$ cat src/rtl/osc_clk_rst_sequencer.sv
// -----------------------------------------------------------------------------
// osc_clk_rst_sequencer
//
// Purpose:
//   Qualifies the oscillator-derived fabric clock tree before letting logic
//   run. It holds every downstream reset domain until the oscillator has had
//   SETTLE_CYCLES to warm up and CCC lock plus system INIT_DONE have both been
//   stable for LOCK_FILTER consecutive cycles. It then releases the domains one
//   at a time, STAGGER_CYCLES apart, lowest index first. A lock loss or a
//   forced reset re-asserts every domain, holds them for at least HOLD_CYCLES,
//   and then repeats qualification.
//
// Ports:
//   CLK             fabric clock (oscillator derived)
//   RESET_N         asynchronous active-low reset
//   CCC_LOCK        CCC lock, asynchronous, synchronized internally (2 FF)
//   INIT_DONE       system init complete, asynchronous, synchronized (2 FF)
//   FORCE_RESET     synchronous single-cycle request to re-run the sequence
//   DOMAIN_RESET_N  per-domain active-low resets, bit 0 released first
//   CLK_GOOD        high only while all domains are running
//   STATE           current state: 0 SETTLE, 1 WAIT_LOCK, 2 RELEASE,
//                   3 RUN, 4 FAULT_HOLD
//   LOCK_LOSS_CNT   saturating count of lock-loss events
// -----------------------------------------------------------------------------
module osc_clk_rst_sequencer #(
   parameter int SETTLE_CYCLES  = 1024,
   parameter int LOCK_FILTER    = 8,
   parameter int STAGGER_CYCLES = 16,
   parameter int HOLD_CYCLES    = 64,
   parameter int NUM_DOMAINS    = 4,
   parameter int CNT_W          = 16
) (
   input  logic                   CLK,
   input  logic                   RESET_N,
   input  logic                   CCC_LOCK,
   input  logic                   INIT_DONE,
   input  logic                   FORCE_RESET,
   output logic [NUM_DOMAINS-1:0] DOMAIN_RESET_N,
   output logic                   CLK_GOOD,
   output logic [2:0]             STATE,
   output logic [7:0]             LOCK_LOSS_CNT
);

   typedef enum logic [2:0] {
      ST_SETTLE     = 3'd0,
      ST_WAIT_LOCK  = 3'd1,
      ST_RELEASE    = 3'd2,
      ST_RUN        = 3'd3,
      ST_FAULT_HOLD = 3'd4
   } state_t;

   localparam logic [CNT_W-1:0] SETTLE_LAST  = CNT_W'(SETTLE_CYCLES - 1);
   localparam logic [CNT_W-1:0] FILTER_LAST  = CNT_W'(LOCK_FILTER - 1);
   localparam logic [CNT_W-1:0] STAGGER_LAST = CNT_W'(STAGGER_CYCLES - 1);
   localparam logic [CNT_W-1:0] HOLD_LAST    = CNT_W'(HOLD_CYCLES - 1);

   state_t                 state;
   state_t                 state_nxt;
   logic [CNT_W-1:0]       cnt;
   logic [CNT_W-1:0]       cnt_nxt;
   logic [NUM_DOMAINS-1:0] dom_nxt;
   logic [NUM_DOMAINS-1:0] rel_vec;
   logic                   good_nxt;
   logic                   loss_inc;
   logic [1:0]             lock_sync;
   logic [1:0]             init_sync;
   logic                   lock_s;
   logic                   init_s;

   // Lock-loss events are diagnostic only, so the counter sticks at all-ones
   // rather than wrapping back to a misleading small value.
   function automatic logic [7:0] sat_inc8(input logic [7:0] v);
      return (v == 8'hFF) ? v : v + 8'd1;
   endfunction

   // ---- input synchronizers ----
   always_ff @(posedge CLK or negedge RESET_N) begin
      if (!RESET_N) begin
         lock_sync <= '0;
         init_sync <= '0;
      end else begin
         lock_sync <= {lock_sync[0], CCC_LOCK};
         init_sync <= {init_sync[0], INIT_DONE};
      end
   end

   assign lock_s = lock_sync[1];
   assign init_s = init_sync[1];

   // Next release pattern: shift one more 1 in from the bottom. When this
   // becomes all ones, the current release is the last one.
   assign rel_vec = NUM_DOMAINS'({DOMAIN_RESET_N, 1'b1});

   // ---- next-state / output decode ----
   always_comb begin
      state_nxt = state;
      cnt_nxt   = cnt;
      dom_nxt   = DOMAIN_RESET_N;
      good_nxt  = CLK_GOOD;
      loss_inc  = 1'b0;

      case (state)
         ST_SETTLE: begin
            // Oscillator warm-up; every input, FORCE_RESET included, is ignored.
            if (cnt == SETTLE_LAST) begin
               state_nxt = ST_WAIT_LOCK;
               cnt_nxt   = '0;
            end else begin
               cnt_nxt = cnt + CNT_W'(1);
            end
         end

         ST_WAIT_LOCK: begin
            if (FORCE_RESET) begin
               state_nxt = ST_FAULT_HOLD;
               cnt_nxt   = '0;
            end else if (lock_s && init_s) begin
               if (cnt == FILTER_LAST) begin
                  state_nxt = ST_RELEASE;
                  cnt_nxt   = '0;
               end else begin
                  cnt_nxt = cnt + CNT_W'(1);
               end
            end else begin
               // Any unqualified cycle restarts the filter window.
               cnt_nxt = '0;
            end
         end

         ST_RELEASE: begin
            if (!lock_s || FORCE_RESET) begin
               state_nxt = ST_FAULT_HOLD;
               cnt_nxt   = '0;
               dom_nxt   = '0;
               good_nxt  = 1'b0;
               loss_inc  = !lock_s;
            end else if (cnt == STAGGER_LAST) begin
               cnt_nxt = '0;
               dom_nxt = rel_vec;
               if (&rel_vec) begin
                  state_nxt = ST_RUN;
                  good_nxt  = 1'b1;
               end
            end else begin
               cnt_nxt = cnt + CNT_W'(1);
            end
         end

         ST_RUN: begin
            // INIT_DONE no longer matters once domains are out of reset.
            if (!lock_s || FORCE_RESET) begin
               state_nxt = ST_FAULT_HOLD;
               cnt_nxt   = '0;
               dom_nxt   = '0;
               good_nxt  = 1'b0;
               loss_inc  = !lock_s;
            end
         end

         ST_FAULT_HOLD: begin
            // Lock activity here is not counted; a new FORCE_RESET restarts
            // the full hold window.
            if (FORCE_RESET) begin
               cnt_nxt = '0;
            end else if (cnt == HOLD_LAST) begin
               state_nxt = ST_WAIT_LOCK;
               cnt_nxt   = '0;
            end else begin
               cnt_nxt = cnt + CNT_W'(1);
            end
         end

         default: begin
            // Unused encodings recover through a full fault hold.
            state_nxt = ST_FAULT_HOLD;
            cnt_nxt   = '0;
            dom_nxt   = '0;
            good_nxt  = 1'b0;
         end
      endcase
   end

   // ---- state and output registers ----
   always_ff @(posedge CLK or negedge RESET_N) begin
      if (!RESET_N) begin
         state          <= ST_SETTLE;
         cnt            <= '0;
         DOMAIN_RESET_N <= '0;
         CLK_GOOD       <= 1'b0;
         LOCK_LOSS_CNT  <= '0;
      end else begin
         state          <= state_nxt;
         cnt            <= cnt_nxt;
         DOMAIN_RESET_N <= dom_nxt;
         CLK_GOOD       <= good_nxt;
         if (loss_inc) begin
            LOCK_LOSS_CNT <= sat_inc8(LOCK_LOSS_CNT);
         end
      end
   end

   assign STATE = state;

endmodule
$ cat config.mk
export PLATFORM = sky130hd
export DESIGN_NAME = osc_clk_rst_sequencer
export DESIGN_NICKNAME = d
export VERILOG_FILES = /design/src/rtl/osc_clk_rst_sequencer.sv
export SDC_FILE = /design/constraint.sdc
export NUM_CORES = 1
export LEC_CHECK = 0
export CAP_MARGIN = 0
export CORE_MARGIN = 3
export CORE_UTILIZATION = 25
export DETAILED_ROUTE_END_ITERATION = 10
export PLACE_DENSITY = 0.48
export SLEW_MARGIN = 20
export SYNTH_ARGS = -nofsm -noshare
export SYNTH_HDL_FRONTEND = slang
export SYNTH_SLANG_ARGS = --single-unit
export TNS_END_PERCENT = 30
$ cat constraint.sdc
create_clock -name CLK -period 2.6 [get_ports CLK]
set_input_delay 0.52 -clock CLK [delete_from_list [all_inputs] [get_ports CLK]]
set_output_delay 0.52 -clock CLK [all_outputs]
set_load 0.01 [all_outputs]
==> metrics, run 1 <==
critical path type reg -> reg; R2R depth 7; Critical Path Slowest Stage Cell nor4_1; Yosys cell types 36; FF-to-FF End cnt[9]$_DFFE_PN0P_; number of global-route vias before repair roughly 1400; M3 GR Usage 0.02297; CP Data Required Time roughly 2.8 ns; net switching power 0.5720 mW; pwr dens 755.0 nW/um^2; WP data arrival 2.55 ns; Pint 1.145 mW; met1 Use GR 0.1418; TNS Setup 0 ns; adder-cell share of the synthesized area 0.01360; worst hold margin between 0.3 and 0.4 ns; Yosys top cell by area dfrtp_1; setup ws final 0.2178 ns; VDD IR-drop max approximately 0.00022 V; vias per cell about 4.6; nets 222; sequential share of the synthesized area 0.4895; RSZ-0062 raised after global routing no; antenna violations before repair 0; DIE WIDTH 91.80 um; Finish-stage setup viols 0; IO Count 21; Critical Path End Type flip-flop; R2R setup slack 0.22 ns; Antenna diodes 0; H-Tree Depth 2; Net Sw Frac 0.3331; Cell Area, Synth 1841 sq um; Setup Buffers After CTS 0; port bufs 20; largest net degree at the start of global routing 37; Logic pwr share 0.335; 1st-pass router iterations 4; CP Max Fanout 24; GR Util met2 0.1461; multiplexer share of the synthesized area 0.03059; period utilization 0.9162; Post-Syn Area per Cell 9.738 sq um; Final Hold Fails 0; fin crit period roughly 2.4 ns; Synth Instances between 150 and 200; DR iter-0 viols 59; clk sinks 36; Top Family by Delay on Critical Path simple AND/OR/NAND/NOR gates; Clock Tree Buf Depth 2; routed wire length per instance 12.72 um; CTS buffer count 5; run status completed; Die Area 8427 sq um; DRC viols 0; Clock transition at path regs roughly 0.07 ns; post-CTS sizing 0; Syn-to-layout area delta 23.59%; Seq cells post-synth 36; fmax 419.8 MHz; Worst setup SP type flip-flop; design area 2275 sq um; Place WS 0.1305 ns; clock power share 0.245; sum of buffers and inverters on the critical path 1; row cnt 30; global-route wire length before repair 6.817 mm; Initial Utilization 0.2636; RR Startpoint cnt[6]$_DFFE_PN0P_; CTS tree done; GRT Total Usage 0.09967; Slew Limit Fails 0; simple-gate share of the synthesized area 0.2610; total core area 6982 sq um; most frequent cells in the layout dfrtp_1, nand2_1, clkdlybuf4s50_1; post-synth net total 196; clk_lat worst skew 0.28 ns; Final Routed Wirelength approximately 4.0 mm; crit-path max cell delay between 0.5 and 0.6 ns; Die Span Y 91.80 um; DP Area 2178 sq um; Placer Congestion 0.7842; post-synthesis xor/xnor area fraction 0.05710; commonest non-fill, non-tap cell in the layout dfrtp_1; Synth top area share 0.4895; largest family of logic cells by synthesized area simple AND/OR/NAND/NOR gates; Ys Warns 0; Worst Tran Pin Value between 0.8 and 0.9 ns; Synth area leaders dfrtp_1, nand2_1, o21ai_0; vias post-DR 1445; Worst slew margin 0.4659; Hold Crit Class in -> async; worst clock skew 0.004619 ns; share of layout cells above drive strength 1 0.1023; cts hold-fix bufs 0; GRT overflow 0; Antenna Nets Post-Route 0; Leak 1.004 nW; crit-path cells nor4_1 > nand4_1 > and3b_1 > a211oi_4 > buf_12 > o21ai_0 > mux2_2; GRT Max-Usage Layer met2; part of the power in registers 0.420; Max-cap violations 0; Root Driver clkbuf_8; Final Power 1.717 mW; post-DP HPWL 2.828 mm; compound-gate portion of the synthesized area 0.1271
-- routing by layer --
metal  wire, um  vias to the layer above  share of wire
li1           -                      738              -
met1       2045                      684           0.52
met2       1743                       17           0.44
met3         97                        6          0.025
met4         70                        0          0.018
met5          0                        -              0
-- power by group through the flow --
stage	sequential (mW)	combinational, mW	clock [mW]
2_1_floorplan	0.712	0.365	0
3_3_place_gp	0.733	0.579	0
3_5_place_dp	0.731	0.580	0
4_1_cts	0.720	0.582	0.440
5_1_grt	0.735	0.640	0.468
6_report	0.721	0.576	0.421
-- area by class of cell --
cell class              count  area, sq um
repair buffers             26        252.7
clock buffers               7        96.34
well taps                  96        120.1
inverters                   1        3.754
fillers                   748         4707
flip-flops and latches     36        900.9
multi-input cells         145        900.9
-- state kept, by name (all words and copies together) (netlist names) --
name,count
LOCK_LOSS_CNT,8
init_sync,2
CLK_GOOD,1
DOMAIN_RESET_N,4
STATE,3
cnt,16
lock_sync,2
-- worst max path at each step --
stage	start	end	slack, ns	cells past startpoint
after global routing	cnt[6]$_DFFE_PN0P_	cnt[9]$_DFFE_PN0P_	0.01	7
after detailed placement	FORCE_RESET	cnt[9]$_DFFE_PN0P_	0.13	8
after floorplan	cnt[11]$_DFFE_PN0P_	cnt[13]$_DFFE_PN0P_	0.48	7
after global placement	FORCE_RESET	cnt[9]$_DFFE_PN0P_	0.17	8
after CTS	cnt[11]$_DFFE_PN0P_	cnt[9]$_DFFE_PN0P_	0.20	7
final	cnt[6]$_DFFE_PN0P_	cnt[9]$_DFFE_PN0P_	0.22	7
-- synthesized netlist by cell type (all sizes together) --
cell type   n
nand4       6
nand4bb     1
nor3b       5
mux2        5
and2        1
nand3      12
a211oi      1
a21oi       4
nor4        7
or4         1
a41oi       1
dfrtp      36
ha          2
and4        1
buf         3
nand2b      2
nand2      24
o21a        1
or3         1
and4bb      2
clkbuf      4
and3b       1
nor3        8
nor2        6
a31oi       3
a211o       1
a21o        6
inv         1
and3        7
o21ai      21
xor2        4
nor2b       3
xnor2       8
-- cells by family (layout without fill, tap and decap cells) --
logic type / count (synthesis) / count (layout)
compound gates: 38 / 38
buf+inv: 8 / 34
fa+ha+maj: 2 / 2
simple gates: 88 / 88
xor+xnor: 12 / 12
flops: 36 / 36
mux: 5 / 5
-- stage by stage --
stage               instances  utilization
global placement          304       0.3120
detailed placement        304       0.3120
CTS                       311       0.3258
floorplan                 189            -
finish                    311       0.3258
global route              311       0.3258
Power figures use the tool's default switching activity.
==> inputs of run 2 (changes only) <==
--- a/config.mk
+++ b/config.mk
@@ -9,6 +9,7 @@
 export CORE_MARGIN = 3
 export CORE_UTILIZATION = 25
 export DETAILED_ROUTE_END_ITERATION = 10
+export GPL_ROUTABILITY_DRIVEN = 0
 export PLACE_DENSITY = 0.48
 export SLEW_MARGIN = 20
 export SYNTH_ARGS = -nofsm -noshare
==> constraint.sdc (replaced) <==
create_clock -name CLK -period 3.1 [get_ports CLK]
set_input_delay 0.62 -clock CLK [delete_from_list [all_inputs] [get_ports CLK]]
set_output_delay 0.62 -clock CLK [all_outputs]
set_load 0.01 [all_outputs]
==> run 2 against run 1 <==
Sequential share of layout area increased by 0.69 points; critical path depth did not move; flip-flop and latch count stayed put; largest cell class unchanged; critical endpoint unchanged; final cell count down 1.3%; highest routed layer unchanged; register-to-register slack better by 0.36 ns.
==> metrics, run 2 (synthesized netlist as in run 1, its figures left out) <==
run status completed (unchanged); GRT Total Usage 0.1011 (was 0.09967); DIE WIDTH 91.80 um (unchanged); fin crit period 2.523 ns (was 2.382 ns); Multi-input gate area 900.9 sq um (unchanged); DP Area 2128 sq um (was 2178 sq um); start point of the worst hold path lock_sync[0]$_DFF_PN0_; routed wire length per instance 12.33 um (was 12.72 um); vias post-DR 1423 (was 1445); Initial Utilization 0.2636 (unchanged); CTS tree done (unchanged); design area 2236 sq um (was 2275 sq um); Leak 0.9785 nW (was 1.004 nW); R2R setup slack 0.58 ns (was 0.22 ns); clk sinks 36 (unchanged); Antenna diodes 0 (unchanged); crit-path max cell delay 0.55 ns (was 0.52 ns); total core area 6982 sq um (unchanged); IO Count 21 (unchanged); antenna violations before repair 0 (unchanged); Clock transition at path regs 0.07 ns (about the same); port bufs 20 (unchanged); 1st-pass router iterations 4 (unchanged); Worst Tran Pin Value 0.7746 ns (was 0.8011 ns); setup ws final 0.5775 ns (was 0.2178 ns); max reg flops 16 (unchanged); part of the power in registers 0.422 (was 0.420); worst clock skew 0.007707 ns (was 0.004619 ns); worst hold margin 0.3489 ns (was 0.3222 ns); clock power share 0.279 (was 0.245); vias per cell 4.635 (was 4.646); Max-cap violations 0 (unchanged); Final Hold Fails 0 (unchanged); Setup Buffers After CTS 0 (unchanged); H-Tree Depth 2 (unchanged); CP Data Required Time 3.27 ns (was 2.77 ns); Worst setup SP type flip-flop (unchanged); fmax 396.4 MHz (was 419.8 MHz); FF-to-FF End cnt[9]$_DFFE_PN0P_ (unchanged); Root Driver clkbuf_8 (unchanged); commonest non-fill, non-tap cell in the layout dfrtp_1 (unchanged); nets 217 (was 222); crit-path cells or4_1 > nor4_1 > nor4_1 > a211oi_4 > buf_4 > o21ai_0 > mux2_2 (was nor4_1 > nand4_1 > and3b_1 > a211oi_4 > buf_12 > o21ai_0 > mux2_2); Antenna Nets Post-Route 0 (unchanged); hold worst-path end lock_sync[1]$_DFF_PN0_; Syn-to-layout area delta 21.48% (was 23.59%); GRT overflow 0 (unchanged); CTS buffer count 5 (unchanged); DR iter-0 viols 31 (was 59); cell repeated most along the worst path nor4_1; pwr dens 644.3 nW/um^2 (was 755.0 nW/um^2); sum of buffers and inverters on the critical path 1 (unchanged); Die Area 8427 sq um (unchanged); hold depth 0; Hold Crit Class reg -> reg (was in -> async); most frequent cells in the layout dfrtp_1, nand2_1, clkdlybuf4s50_1 (unchanged); Slew Limit Fails 0 (unchanged); net switching power 0.4772 mW (was 0.5720 mW); RR Startpoint cnt[11]$_DFFE_PN0P_ (was cnt[6]$_DFFE_PN0P_); row cnt 30 (unchanged); cts hold-fix bufs 0 (unchanged); Top Family by Delay on Critical Path simple AND/OR/NAND/NOR gates (unchanged); Place WS 0.4015 ns (was 0.1305 ns); CP Depth 7 (unchanged); DRC viols 0 (unchanged); CP Max Fanout 24 (unchanged); Net Sw Frac 0.3313 (was 0.3331); Logic pwr share 0.299 (was 0.335); final cell count without fillers 307 (was 311); RSZ-0062 raised after global routing no (unchanged); Worst slew margin 0.4836 (was 0.4659); TNS Setup 0 ns (unchanged); post-CTS sizing 0 (unchanged); period utilization 0.8137 (was 0.9162); number of global-route vias before repair 1403 (was 1371); Final Routed Wirelength 3.786 mm (was 3.956 mm); Die Span Y 91.80 um (unchanged); Critical Path Slowest Stage Cell or4_1 (was nor4_1); share of layout cells above drive strength 1 0.08057 (was 0.1023); Top reg by flops cnt (unchanged); Clock Tree Buf Depth 2 (unchanged); Critical Path End Type flip-flop (unchanged); Seq. cell area 900.9 sq um (unchanged); clk_lat worst skew 0.28 ns (about the same); R2R depth 7 (unchanged); VDD IR-drop max 0.0001654 V (was 0.0002233 V); top flop regs cnt x16, LOCK_LOSS_CNT x8, DOMAIN_RESET_N x4 (unchanged); largest net degree at the start of global routing 37 (unchanged); Pint 0.9633 mW (was 1.145 mW); Post-Place Cells 299 (was 304); critical path type reg -> reg (unchanged); global-route wire length before repair 6.824 mm (was 6.817 mm); Finish-stage setup viols 0 (unchanged); Filler cells 747 (was 748); WP data arrival 2.69 ns (was 2.55 ns); post-DP HPWL 2.784 mm (was 2.828 mm)
run 2: metal layers:
layer,GRT usage,part of all wire
met1,0.1426,0.50
met2,0.1516,0.45
met3,0.02215,0.033
met4,0.03713,0.015
met5,0,0
run 2: how the worst max path moves through the flow:
| stage | startpoint | to | slack (ns) |
|---|---|---|---|
| 6_report | cnt[11]$_DFFE_PN0P_ | cnt[9]$_DFFE_PN0P_ | 0.58 |
| 5_1_grt | cnt[6]$_DFFE_PN0P_ | cnt[9]$_DFFE_PN0P_ | 0.41 |
| 4_1_cts | cnt[11]$_DFFE_PN0P_ | cnt[9]$_DFFE_PN0P_ | 0.57 |
| 3_5_place_dp | FORCE_RESET | cnt[9]$_DFFE_PN0P_ | 0.40 |
| 3_3_place_gp | FORCE_RESET | cnt[9]$_DFFE_PN0P_ | 0.44 |
| 2_1_floorplan | cnt[11]$_DFFE_PN0P_ | cnt[13]$_DFFE_PN0P_ | 0.98 |
run 2: through the flow:
| step | power [mW] | util |
|---|---|---|
| floorplan | 0.9027 | - |
| global placement | 1.053 | 0.3048 |
| detailed placement | 1.050 | 0.3048 |
| CTS | 1.458 | 0.3203 |
| global route | 1.542 | 0.3203 |
| finish | 1.440 | 0.3203 |
run 2: power by group through the flow:
stage	logic (mW)	clock network [mW]	registers (mW)
2_1_floorplan	0.306	0	0.597
3_3_place_gp	0.435	0	0.618
3_5_place_dp	0.432	0	0.618
4_1_cts	0.434	0.415	0.609
5_1_grt	0.480	0.440	0.623
6_report	0.430	0.401	0.609
run 2: area by class of cell:
cell class                 instances  area share
sequential                        36      0.4029
inverter                           1    0.001679
clock inverter                     2     0.01567
timing repair buffer              21     0.09065
tap                               96     0.05372
clock buffer                       6     0.03246
multi-input combinational        145      0.4029
